File: src/rtl/round_pkg.sv
// round_pkg: shared types and constants for the round timer controller.
//   round_state_e : round FSM state encoding (PAUSED only reachable when
//                   ROUND_PAUSE_EN is defined)
//   bcd_digit_t   : one BCD digit
//   BCD_NINE      : largest BCD digit value
//   SCORE_MAX     : saturation value of a two-digit BCD counter (99)
package round_pkg;

  typedef enum logic [1:0] {
    IDLE   = 2'd0,
    PLAY   = 2'd1,
    OVER   = 2'd2,
    PAUSED = 2'd3
  } round_state_e;

  typedef logic [3:0] bcd_digit_t;

  localparam bcd_digit_t BCD_NINE  = 4'd9;
  localparam logic [7:0] SCORE_MAX = 8'h99;

endpackage

File: src/rtl/bcd_digit_pair.sv
// bcd_digit_pair: two-digit BCD register.
//   clk, rst_n : clock, asynchronous active-low reset (resets to INIT value)
//   load       : load INIT_TENS/INIT_ONES (highest priority)
//   inc        : increment, saturating at 99
//   dec        : decrement, stopping at 00
//   tens, ones : current BCD digits
module bcd_digit_pair
  import round_pkg::*;
#(
  parameter bcd_digit_t INIT_TENS = '0,
  parameter bcd_digit_t INIT_ONES = '0
) (
  input  logic       clk,
  input  logic       rst_n,
  input  logic       load,
  input  logic       inc,
  input  logic       dec,
  output bcd_digit_t tens,
  output bcd_digit_t ones
);

  bcd_digit_t tens_q, tens_d;
  bcd_digit_t ones_q, ones_d;

  always_comb begin
    tens_d = tens_q;
    ones_d = ones_q;
    if (load) begin
      tens_d = INIT_TENS;
      ones_d = INIT_ONES;
    end else if (inc) begin
      if ({tens_q, ones_q} != SCORE_MAX) begin
        if (ones_q == BCD_NINE) begin
          ones_d = '0;
          tens_d = tens_q + 4'd1;
        end else begin
          ones_d = ones_q + 4'd1;
        end
      end
    end else if (dec) begin
      if ((tens_q != '0) || (ones_q != '0)) begin
        if (ones_q == '0) begin
          ones_d = BCD_NINE;
          tens_d = tens_q - 4'd1;
        end else begin
          ones_d = ones_q - 4'd1;
        end
      end
    end
  end

  always_ff @(posedge clk or negedge rst_n) begin
    if (!rst_n) begin
      tens_q <= INIT_TENS;
      ones_q <= INIT_ONES;
    end else begin
      tens_q <= tens_d;
      ones_q <= ones_d;
    end
  end

  assign tens = tens_q;
  assign ones = ones_q;

endmodule

File: src/rtl/round_timer_ctrl.sv
// round_timer_ctrl: game-round controller. Runs the IDLE/PLAY/OVER round
// FSM, counts the remaining round time down in BCD once per SecondTick and
// keeps a saturating BCD hit score.
//   ClockIn, ResetN      : clock, asynchronous active-low reset
//   SecondTick           : one-cycle pulse per second
//   Start                : synchronized key level, rising edge starts a round
//   Hit                  : one-cycle pulse per successful whack
//   Pause                : pause request level (used only with ROUND_PAUSE_EN)
//   TimeTens/TimeOnes    : BCD seconds remaining
//   ScoreTens/ScoreOnes  : BCD score
//   Playing/GameOver     : state decodes for PLAY/OVER
//   RoundDone            : one-cycle pulse on entry to OVER
// Build option: define ROUND_PAUSE_EN to enable the PAUSED state.
module round_timer_ctrl
  import round_pkg::*;
#(
  parameter int unsigned ROUND_SECONDS = 60
) (
  input  logic       ClockIn,
  input  logic       ResetN,
  input  logic       SecondTick,
  input  logic       Start,
  input  logic       Hit,
  input  logic       Pause,
  output logic [3:0] TimeOnes,
  output logic [3:0] TimeTens,
  output logic [3:0] ScoreOnes,
  output logic [3:0] ScoreTens,
  output logic       Playing,
  output logic       GameOver,
  output logic       RoundDone
);

  localparam bcd_digit_t RS_TENS = bcd_digit_t'(ROUND_SECONDS / 10);
  localparam bcd_digit_t RS_ONES = bcd_digit_t'(ROUND_SECONDS % 10);

  round_state_e state_q, state_d;
  logic         start_q, start_d;
  logic         round_done_q, round_done_d;
  logic         start_rise;
  logic         time_load, time_dec, score_clr, score_inc;
  logic         time_is_one;

`ifndef ROUND_PAUSE_EN
  logic unused_pause;
  assign unused_pause = Pause;
`endif

  assign start_rise  = Start & ~start_q;
  assign start_d     = Start;
  assign time_is_one = (TimeTens == 4'd0) && (TimeOnes == 4'd1);

  always_comb begin
    state_d      = state_q;
    round_done_d = 1'b0;
    time_load    = 1'b0;
    time_dec     = 1'b0;
    score_clr    = 1'b0;
    score_inc    = 1'b0;
    case (state_q)
      IDLE, OVER: begin
        if (start_rise) begin
          state_d   = PLAY;
          time_load = 1'b1;
          score_clr = 1'b1;
        end
      end
      PLAY: begin
        score_inc = Hit;
        time_dec  = SecondTick;
        // The final tick ends the round even if a pause is requested on
        // the same cycle.
        if (SecondTick && time_is_one) begin
          state_d      = OVER;
          round_done_d = 1'b1;
        end
`ifdef ROUND_PAUSE_EN
        else if (Pause) begin
          state_d = PAUSED;
        end
`endif
      end
`ifdef ROUND_PAUSE_EN
      PAUSED: begin
        if (!Pause) state_d = PLAY;
      end
`endif
      default: state_d = IDLE;
    endcase
  end

  always_ff @(posedge ClockIn or negedge ResetN) begin
    if (!ResetN) begin
      state_q      <= IDLE;
      start_q      <= 1'b1;
      round_done_q <= 1'b0;
    end else begin
      state_q      <= state_d;
      start_q      <= start_d;
      round_done_q <= round_done_d;
    end
  end

  bcd_digit_pair #(
    .INIT_TENS (RS_TENS),
    .INIT_ONES (RS_ONES)
  ) u_time (
    .clk   (ClockIn),
    .rst_n (ResetN),
    .load  (time_load),
    .inc   (1'b0),
    .dec   (time_dec),
    .tens  (TimeTens),
    .ones  (TimeOnes)
  );

  bcd_digit_pair #(
    .INIT_TENS ('0),
    .INIT_ONES ('0)
  ) u_score (
    .clk   (ClockIn),
    .rst_n (ResetN),
    .load  (score_clr),
    .inc   (score_inc),
    .dec   (1'b0),
    .tens  (ScoreTens),
    .ones  (ScoreOnes)
  );

  assign Playing   = (state_q == PLAY);
  assign GameOver  = (state_q == OVER);
  assign RoundDone = round_done_q;

endmodule

File: config.mk
export PLATFORM = sky130hd
export DESIGN_NAME = round_timer_ctrl
export DESIGN_NICKNAME = d
export VERILOG_FILES = /design/src/rtl/round_pkg.sv /design/src/rtl/bcd_digit_pair.sv /design/src/rtl/round_timer_ctrl.sv
export SDC_FILE = /design/constraint.sdc
export NUM_CORES = 1
export LEC_CHECK = 0
export CAP_MARGIN = 30
export CORE_MARGIN = 5
export CORE_UTILIZATION = 53
export CTS_CLUSTER_SIZE = 25
export DETAILED_ROUTE_END_ITERATION = 16
export PLACE_DENSITY = 0.83
export SKIP_LAST_GASP = 1
export SYNTH_ARGS = -nofsm -noshare
export SYNTH_HDL_FRONTEND = slang
export SYNTH_SLANG_ARGS = --single-unit
File: constraint.sdc
create_clock -name ClockIn -period 3.8 [get_ports ClockIn]
set_input_delay 0.57 -clock ClockIn [delete_from_list [all_inputs] [get_ports ClockIn]]
set_output_delay 0.57 -clock ClockIn [all_outputs]
set_load 0.005 [all_outputs]
==> summary.md <==
| Metric | Value |
|---|---|
| Synth Area per Inst | 10.4 um^2 |
| Critical path type | reg -> out |
| H-Tree Depth | 1 |
| Worst endpoint data arrival time | 1520 ps |
| Starting Density | 57.1% |
| Sw power | 356 uW |
| Final slew viol count | 0 |
| Hpwl dp | 1900 um |
| Remaining Overflow, GRT | 0 |
| Part of the power in registers | 41.7% |
| Crit path capture type | primary output |
| ANT nets after route | 0 |
| Die height | ~57 um |
| # nets final | 154 |
| Stages on worst setup path | 3 |
| RSZ-0062 raised after global routing | false |
| Post-synth EDFFs | 0 |
| Worst path cell trace | nand2b_1 -> inv_1 -> clkdlybuf4s50_1 |
| Clock share of power | 13.0% |
| CTS Sinks | 20 |
| Routed WL | about 2500 um |
| Critical Path Source Type | register |
| Via count | slightly below 1000 |
| Core area | 2020 um^2 |
| CTS Buf Count | 3 |
| Fin crit share | 55.0% |
| Pint | 592 uW |
| Final setup fails | 0 |
| TritonCTS clock tree | built |
| Pwr Density | approximately 650 nW/um^2 |
| Postcts setup bufs | 0 |
| Mapped Cells | around 110 |
| First-pass GRT wire length | 4350 um |
| Dpl ws | 1720 ps |
| Antenna violations before repair | 0 |
| DIE AREA | 3210 um^2 |
| Residual DRC | 0 |
| Crit-path slowest cell | clkdlybuf4s50_1 |
| Gpl congestion | 0.875 |
| Max Clock Skew | 6.41 ps |
| Leak | between 0.0006 and 0.0007 uW |
| Seq/Total Area, Yosys | 43.7% |
| Max-cap viol count | 0 |
| Wire length per cell | 15.4 um |
| Status | completed |
| Resize count post-CTS | 0 |
| Die W | 56.7 um |
| Non-Filler Instances | 165 |
| Root Driver | clkbuf_4 |
| Synth Cell Area | 1150 um^2 |
| Distinct cells, synth | 34 |
| F_max | between 400 and 500 MHz |
| Clk buf depth | 2 |
| Worst hold slack | 547 ps |
| Design Power | 948 uW |
| Fin. Hold Viols | 0 |
| Largest net degree at the start of global routing | 21 |
| Post-synth ARST share | 100% |
| Total nets after synthesis | 126 |
| Combinational Power Share | 45.2% |
| Num ports | 25 |
| DR iter-0 viols | 11 |
| Bufs and invs on worst path | 2 |
| Yosys Warn Count | 0 |
| Ys flop type | dfrtp_1 |
| Crit-path leading delay family | buffers and inverters |
| Slew HR | about two fifths |
| Worst Max-Slew Pin Slew | 874 ps |
| Cells on worst reg2reg path | 5 |
| FP Rows | 16 |
| Setup_tns | 0 ps |
| WHS Path Cells | 1 |
| Required time worst endpoint | 3230 ps |
| ANT cells | 0 |
| Clk_lat worst skew | 300 ps |
| CP peak stage delay | around 510 ps |
| Switching Share | a little under two fifths |
| Clock slew at reported path FFs | 120 ps |
| Final worst slack | about 1700 ps |
| GRT Util Overall | around 17% |
| CTS hold repair buffers | 0 |
| Share of cells above drive strength 1 | 9.42% |
| Drt pass-1 iters | 4 |
| VDD IR-drop max | 0.000438 V |
| Vias in the first global route | approximately 1000 |
| Cells after DPL | 161 |
| Vias per std cell | slightly below 6 |
| Min-Delay Path Class | reg -> reg |
| Yosys reg bits | 20 |
| P&R area growth vs syn | 26.1% |
| Worst-path maximum fanout | 8 |
| Crit path time final | roughly 2100 ps |
| Buffers on Ports | 23 |
==> per-stage QoR <==
| step | cell area, um^2 | utilization (%) |
|---|---|---|
| after floorplan | 1150 | - |
| after global placement | 1410 | 69.9 |
| after detailed placement | 1420 | 70.2 |
| after CTS | 1460 | 72.0 |
| after global routing | 1460 | 72.0 |
| final | 1460 | 72.0 |
==> power groups by stage <==
stage,logic (uW),clock network (uW),registers (uW)
after floorplan,229,0,382
after global placement,409,0,390
after detailed placement,429,0,396
after CTS,433,126,393
after global routing,480,135,410
final,429,124,396
==> worst reg2reg max path: stages, from the launching register on <==
cell and delay [ps]:
dfrtp_1 440, inv_1 100, ha_1 150, nor3b_1 570
nand4_1 250, a21o_1 220
==> layout by cell type, fill, tap and decap left out, types with 5 or more instances in the layout <==
cell type / n
nand2_1: 9
inv_1: 10
a21oi_1: 5
clkdlybuf4s50_1: 23
o21ai_0: 5
ha_1: 9
mux2i_1: 7
dfrtp_1: 17
==> worst paths after layout <==
check / from / endpoint / slack, ps
max: state_q[0] / Playing / 1710
min reg2reg: u_time.tens[0] / u_time.tens[0] / 550
min in group asynchronous: ResetN / u_score.ones[2] / 760
max in group asynchronous: ResetN / u_score.ones[0] / 2510
min: u_time.tens[0] / u_time.tens[0] / 550
max reg2reg: u_time.tens[0] / state_q[0] / 1990
==> layout make-up <==
class | instances | area (um^2)
inverter | 10 | 37.5
timing repair buffer | 24 | 235
tap | 27 | 33.8
multi-input combinational | 80 | 608
fill | 153 | 567
clock buffer | 4 | 36.3
sequential | 20 | 504
==> layer usage <==
layer | vias to the layer above | share of wire (%) | global-route usage (%)
met5 | - | 0 | 0
met3 | 6 | 3.5 | 2.52
li1 | 477 | - | -
met1 | 468 | 45 | 20.1
met4 | 0 | 1.5 | 5.08
met2 | 25 | 50 | 30.5
==> cells by family (layout without fill, tap and decap cells) <==
group	count (synthesis)	in the layout	share of synthesized area (%)
mux	7	7	6.07
flops	20	20	43.7
simple gates	40	40	22.5
fa+ha+maj	9	9	9.76
buf+inv	11	38	3.58
compound gates	24	24	14.4
==> Yosys cell counts (2+ instances only) <==
library cell / number / area share [%]
a21o_1: 2 / 1.3
a21oi_1: 5 / 2.2
a32o_1: 2 / 1.7
a41oi_1: 3 / 2.3
and3b_1: 3 / 2.3
dfrtp_1: 17 / 37
dfstp_2: 3 / 6.8
ha_1: 9 / 9.8
inv_1: 10 / 3.3
mux2i_1: 7 / 6.1
nand2_1: 9 / 2.9
nand2b_1: 2 / 1.1
nand3_1: 3 / 1.3
nand3b_1: 2 / 1.3
nand4_1: 2 / 1.1
nor2_1: 3 / 0.98
nor3_1: 2 / 0.87
nor3b_1: 2 / 1.3
o21ai_0: 5 / 2.2
o31ai_1: 2 / 1.3
o32ai_1: 2 / 1.5
or3b_2: 2 / 1.5
or4_1: 3 / 2.0
==> flip-flops by register name, summed over array words and instances (netlist names) <==
name	flops
u_score.ones	4
state_q	2
u_time.ones	4
u_score.tens	4
u_time.tens	4
start_q	1
RoundDone	1
No activity file was read; power rests on OpenSTA's default activity.
